===== src/rtl/mem_port_arbiter.sv =====
// mem_port_arbiter: shares one single-port memory between fetch and data stages.
// Data wins ties unless fetch has waited STARVE_MAX data grants.
module mem_port_arbiter #(
    parameter int ADDR_W     = 32,
    parameter int DATA_W     = 32,
    parameter int STARVE_MAX = 4
) (
    input  logic              clk,
    input  logic              rst,
    input  logic              if_req,
    input  logic [ADDR_W-1:0] if_addr,
    output logic [DATA_W-1:0] if_rdata,
    output logic              if_done,
    input  logic              dm_req,
    input  logic              dm_we,
    input  logic [ADDR_W-1:0] dm_addr,
    input  logic [DATA_W-1:0] dm_wdata,
    output logic [DATA_W-1:0] dm_rdata,
    output logic              dm_done,
    output logic              mem_req,
    output logic              mem_we,
    output logic [ADDR_W-1:0] mem_addr,
    output logic [DATA_W-1:0] mem_wdata,
    input  logic              mem_ack,
    input  logic [DATA_W-1:0] mem_rdata,
    output logic              stall_if,
    output logic              stall_dm,
    output logic              owner
);
    typedef enum logic [1:0] {IDLE, BUSY, RESP} state_t;
    localparam logic [3:0] STARVE_LIM = 4'(STARVE_MAX);
    state_t state, stateNext;
    logic [3:0] starveCnt;
    logic grantDm, grantIf, idleGrant;
    assign grantDm   = dm_req & (~if_req | (starveCnt != STARVE_LIM));
    assign grantIf   = if_req & ~grantDm;
    assign idleGrant = (state == IDLE) & (grantDm | grantIf);
    always_comb begin
        stateNext = state;
        if (idleGrant)
            stateNext = BUSY;
        else if (state == BUSY && mem_ack)
            stateNext = RESP;
        else if (state == RESP)
            stateNext = IDLE;
    end
    always_ff @(posedge clk or negedge rst) begin
        if (!rst) begin
            state     <= IDLE;
            starveCnt <= '0;
            owner     <= 1'b0;
            mem_we    <= 1'b0;
            mem_addr  <= '0;
            mem_wdata <= '0;
            if_rdata  <= '0;
            dm_rdata  <= '0;
        end else begin
            state <= stateNext;
            if (idleGrant) begin
                owner     <= grantDm;
                mem_addr  <= grantDm ? dm_addr : if_addr;
                mem_we    <= grantDm & dm_we;
                mem_wdata <= grantDm ? dm_wdata : '0;
                starveCnt <= grantIf ? '0 : (if_req && starveCnt != STARVE_LIM) ? starveCnt + 4'd1 : starveCnt;
            end
            // stores leave the owner's read register untouched
            if (state == BUSY && mem_ack && !mem_we) begin
                if (owner)
                    dm_rdata <= mem_rdata;
                else
                    if_rdata <= mem_rdata;
            end
        end
    end
    assign mem_req  = state == BUSY;
    assign if_done  = (state == RESP) & ~owner;
    assign dm_done  = (state == RESP) & owner;
    assign stall_if = if_req & ~if_done;
    assign stall_dm = dm_req & ~dm_done;
endmodule


===== config.mk =====
export PLATFORM = sky130hd
export DESIGN_NAME = mem_port_arbiter
export DESIGN_NICKNAME = d
export VERILOG_FILES = /design/src/rtl/mem_port_arbiter.sv
export SDC_FILE = /design/constraint.sdc
export NUM_CORES = 1
export LEC_CHECK = 0
export CAP_MARGIN = 25
export CORE_MARGIN = 10
export CORE_UTILIZATION = 41
export DETAILED_ROUTE_END_ITERATION = 16
export GPL_ROUTABILITY_DRIVEN = 0
export GPL_TIMING_DRIVEN = 1
export PLACE_DENSITY = 0.88
export SYNTH_ARGS = -nofsm -noshare
export SYNTH_HDL_FRONTEND = slang
export SYNTH_SLANG_ARGS = --single-unit

===== constraint.sdc =====
create_clock -name clk -period 2.4 [get_ports clk]
set_input_delay 0.72 -clock clk [delete_from_list [all_inputs] [get_ports clk]]
set_output_delay 0.72 -clock clk [all_outputs]
set_load 0.01 [all_outputs]

==> impl_table.tex <==
\begin{tabular}{lr}
\hline
Metric & Value \\
\hline
\multicolumn{2}{l}{\textbf{Floorplanning}} \\
Die Y & 139 um \\
Number of core rows & 43 \\
Die outline area & 19,200 um2 \\
Horizontal die dimension & 139 um \\
Num ports & 269 \\
Core outline area & 13,800 um2 \\
Starting density of the core & 0.416 \\
\multicolumn{2}{l}{\textbf{Pwr}} \\
Share of power burned in registers & 0.333 \\
Cell-internal power & 8640 uW \\
Switching portion of total power & 0.324 \\
Final Power & 12,800 uW \\
Part of the power in combinational logic & 0.456 \\
Total power divided by cell area & 1370 nW/um2 \\
Power spent charging and discharging nets & 4150 uW \\
Clock power share & 0.211 \\
Static leakage power & 0.00405 uW \\
VDD IR max & 0.000671 V \\
\multicolumn{2}{l}{\textbf{STA}} \\
Endpoints failing hold & 0 \\
Worst clock skew on the final layout & 0.00811 ns \\
Final worst path period need & 2.31 ns \\
Count of endpoints failing setup in the final report & 0 \\
Setup slack after layout & 0.0921 ns \\
Period utilization & 0.962 \\
Max transition margin & 0.676 \\
Highest attainable clock frequency & 433 MHz \\
Unrepaired setup endpoints after global routing & no \\
Slew @ Worst Pin & 0.486 ns \\
Pins Over Slew Limit & 0 \\
\multicolumn{2}{l}{\textbf{Clocking}} \\
Max H-tree Level & 4 \\
CTS tree & yes \\
Cell at the root of the clock tree & clkbuf\_16 \\
CTS max path bufs & 2 \\
Inserted Clock Buffers & 17 \\
Clk Latency, worst-skew pair & 0.41 ns \\
Register clock-pin slew on the reported worst setup and hold paths & 0.06 ns \\
Clock sink count & 136 \\
\multicolumn{2}{l}{\textbf{Min path}} \\
Hold crit path type & primary input to asynchronous set/reset pin \\
\multicolumn{2}{l}{\textbf{Worst setup path}} \\
Cell depth of the worst flop-to-flop path & 4 \\
Slowest library cell on the worst path & clkdlybuf4s50\_1 \\
Crit Path Max Fanout & 8 \\
Delay of the slowest critical-path stage & 0.58 ns \\
Reg2Reg Capture Point & dm\_rdata[25]\$\_DFFE\_PN0P\_ \\
Startpoint type of the worst setup path & flop \\
Arrival time at the worst endpoint & 1.59 ns \\
Startpoint of the most critical register-to-register path & state[1]\$\_DFFE\_PN0P\_ \\
Crit Path Class & flop to primary output \\
Nature of the critical path endpoint & primary output \\
Cell breakdown of the critical path & nor2b\_1 -> clkdlybuf4s50\_1 \\
Critical path data required time & 1.68 ns \\
Register-to-register setup slack & 0.59 ns \\
\multicolumn{2}{l}{\textbf{Routing}} \\
Number of violations reported at the end of detailed-routing iteration 0 & 173 \\
Residual antenna-violating net count after detailed routing & 0 \\
Post-detailed-route DRC marker count & 0 \\
WL/cell & 21.5 um \\
Avg Vias per Cell & 5.38 \\
Routed Wire Length & 19.4 mm \\
Number of search-and-repair iterations in the first detailed-routing pass & 4 \\
Vias after detailed routing & 4,861 \\
\multicolumn{2}{l}{\textbf{Yosys}} \\
Total of flip-flops plus latches after synthesis & 136 \\
Mean Syn Cell Area & 13.0 um2 \\
Top cell type by total area after synthesis & dfrtp\_1 \\
Sequential fraction of the synthesis area & 0.591 \\
Distinct cell type count after synthesis & 34 \\
Gate Count Post-Synth & 443 \\
Most area-consuming cells after synthesis & dfrtp\_1, mux2\_4, mux2\_2 \\
Combined area of all synthesized cells & 5760 um2 \\
Fraction of post-synthesis cell area in the top cell type by area & 0.591 \\
Warning count from the yosys run & 0 \\
Total nets after synthesis & 579 \\
\multicolumn{2}{l}{\textbf{Job}} \\
Number of max-cap violations & 0 \\
\multicolumn{2}{l}{\textbf{GRT}} \\
Via count of the first global-routing pass & 5,321 \\
Global-route congestion overflow total & 0 \\
Wire length of the first global-routing pass & 30.7 mm \\
Total track usage & 0.199 \\
Pin count of the biggest net entering global routing & 53 \\
Number of antenna violations at the first check in global routing & 1 \\
\multicolumn{2}{l}{\textbf{Finish}} \\
Net count, final & 845 \\
Fraction of final layout cells with drive strength greater than 1 & 0.170 \\
Finished Cell Area & 9330 um2 \\
Fillcell total & 947 \\
Total area of sequential cells & 3410 um2 \\
Area of combinational cells with multiple inputs & 2040 um2 \\
Non-Filler Instances & 903 \\
Area overhead of the layout relative to synthesis & 62.1\% \\
\multicolumn{2}{l}{\textbf{Placed design}} \\
Input/output buffers & 268 \\
Number of placed instances, taps included & 870 \\
Worst slack at placement & -0.448 ns \\
Cell area after placement & 8720 um2 \\
HPWL after detailed placement & 14.7 mm \\
\multicolumn{2}{l}{\textbf{Run status}} \\
Status & completed \\
\hline
\end{tabular}
## per-layer routing
metal / wire (um) / part of all wire / GRT usage
met1: 7730 / 0.40 / 0.232
met2: 9520 / 0.49 / 0.331
met3: 1640 / 0.085 / 0.0702
met4: 523 / 0.027 / 0.0760
met5: 0 / 0 / 0
## per-stage QoR
stage	setup TNS (ns)	util	hold WS (ns)
final	0	0.675	0.235
after global routing	0	0.675	0.264
after CTS	0	0.675	0.245
after detailed placement	-6.39	0.631	0.484
after global placement	-5.08	0.631	0.471
after floorplan	0	-	0.424
## synth_stat cells
| library cell | instances |
|---|---|
| mux2_4 | 30 |
| mux2_2 | 32 |
| o21ai_0 | 3 |
| and3_1 | 1 |
| or2_0 | 1 |
| nor2b_1 | 3 |
| nand3_1 | 34 |
| nand4_1 | 34 |
| a21o_1 | 1 |
| a31oi_1 | 1 |
| and3b_1 | 1 |
| nand4b_1 | 1 |
| ha_1 | 2 |
| or3b_2 | 1 |
| o21a_1 | 1 |
| buf_4 | 1 |
| or3b_1 | 1 |
| nand2b_1 | 1 |
| inv_1 | 35 |
| nor4b_1 | 1 |
| nand3b_4 | 1 |
| o221ai_1 | 32 |
| a22o_1 | 33 |
| nor3_2 | 1 |
| nor2_1 | 1 |
| mux2_1 | 2 |
| buf_6 | 3 |
| and2_1 | 2 |
| clkbuf_1 | 25 |
| buf_2 | 12 |
| mux2i_1 | 2 |
| dfrtp_1 | 136 |
| nand2_1 | 7 |
| nor3b_1 | 1 |
## flip-flops by register name (all words and copies together) (netlist names)
| signal | cells |
|---|---|
| dm_rdata | 32 |
| owner | 1 |
| if_rdata | 32 |
| mem_addr | 32 |
| mem_wdata | 32 |
| state | 2 |
| starveCnt | 4 |
| mem_we | 1 |
## logic make-up (layout without fill, tap and decap cells)
kind of cell	Yosys count	in the layout	share of synthesized area
and+or+nand+nor	92	92	0.0945
muxes	66	66	0.148
buffers and inverters	76	355	0.0567
DFF	136	136	0.591
other	0	1	0
AOI/OAI and AO/OA	71	71	0.105
adders and majority gates	2	2	0.00435
## final cells by class
type | instances | area share
clock inverter | 13 | 0.0182
clock buffer | 19 | 0.0475
antenna | 1 | 0.000268
tap | 180 | 0.0241
multi-input combinational | 231 | 0.219
inverter | 35 | 0.0141
timing repair buffer | 288 | 0.312
sequential | 136 | 0.365
## worst max-delay path: cells and delay by family, from the launching register on
kind / cells / cell delay (ns)
buf+inv: 1 / 0.58
simple gates: 1 / 0.14
flops: 1 / 0.46
## placed cells by master, fill, tap and decap left out, drive strengths merged
cell type,netlist,routed
a21o,1,1
a22o,33,33
a31oi,1,1
and2,2,2
and3,1,1
and3b,1,1
buf,16,22
bufinv,0,3
clkbuf,25,20
clkdlybuf4s50,0,262
clkinv,0,5
clkinvlp,0,2
dfrtp,136,136
diode,0,1
dlygate4sd2,0,3
ha,2,2
inv,35,38
mux2,64,64
mux2i,2,2
nand2,7,7
nand2b,1,1
nand3,34,34
nand3b,1,1
nand4,34,34
nand4b,1,1
nor2,1,1
nor2b,3,3
nor3,1,1
nor3b,1,1
nor4b,1,1
o21a,1,1
o21ai,3,3
o221ai,32,32
or2,1,1
or3b,2,2
## power by group through the flow
stage               sequential (uW)  clock, uW  combinational (uW)
global route                   4390       2860                6230
CTS                            4260       2750                5930
finish                         4260       2690                5840
detailed placement             4260          0                5890
floorplan                      4620          0                2120
global placement               4150          0                5730
## timing repair
action | 4_1_cts | 5_1_grt
resized for setup | 12 | 1
hold buffers | 0 | 0
setup buffers | 0 | 0
endpoints found under the setup margin | 5 | 1
## how the worst max path moves through the flow
stage	from	end	slack (ns)	cells after the start
final	state[1]$_DFFE_PN0P_	mem_req	0.09	2
after detailed placement	dm_req	stall_dm	-0.45	4
after floorplan	dm_req	stall_dm	0.48	2
after CTS	if_req	stall_if	0.009	3
after global routing	state[0]$_DFFE_PN0P_	mem_req	0.02	2
after global placement	dm_req	stall_dm	-0.44	4
No activity file was read; power rests on OpenSTA's default activity.
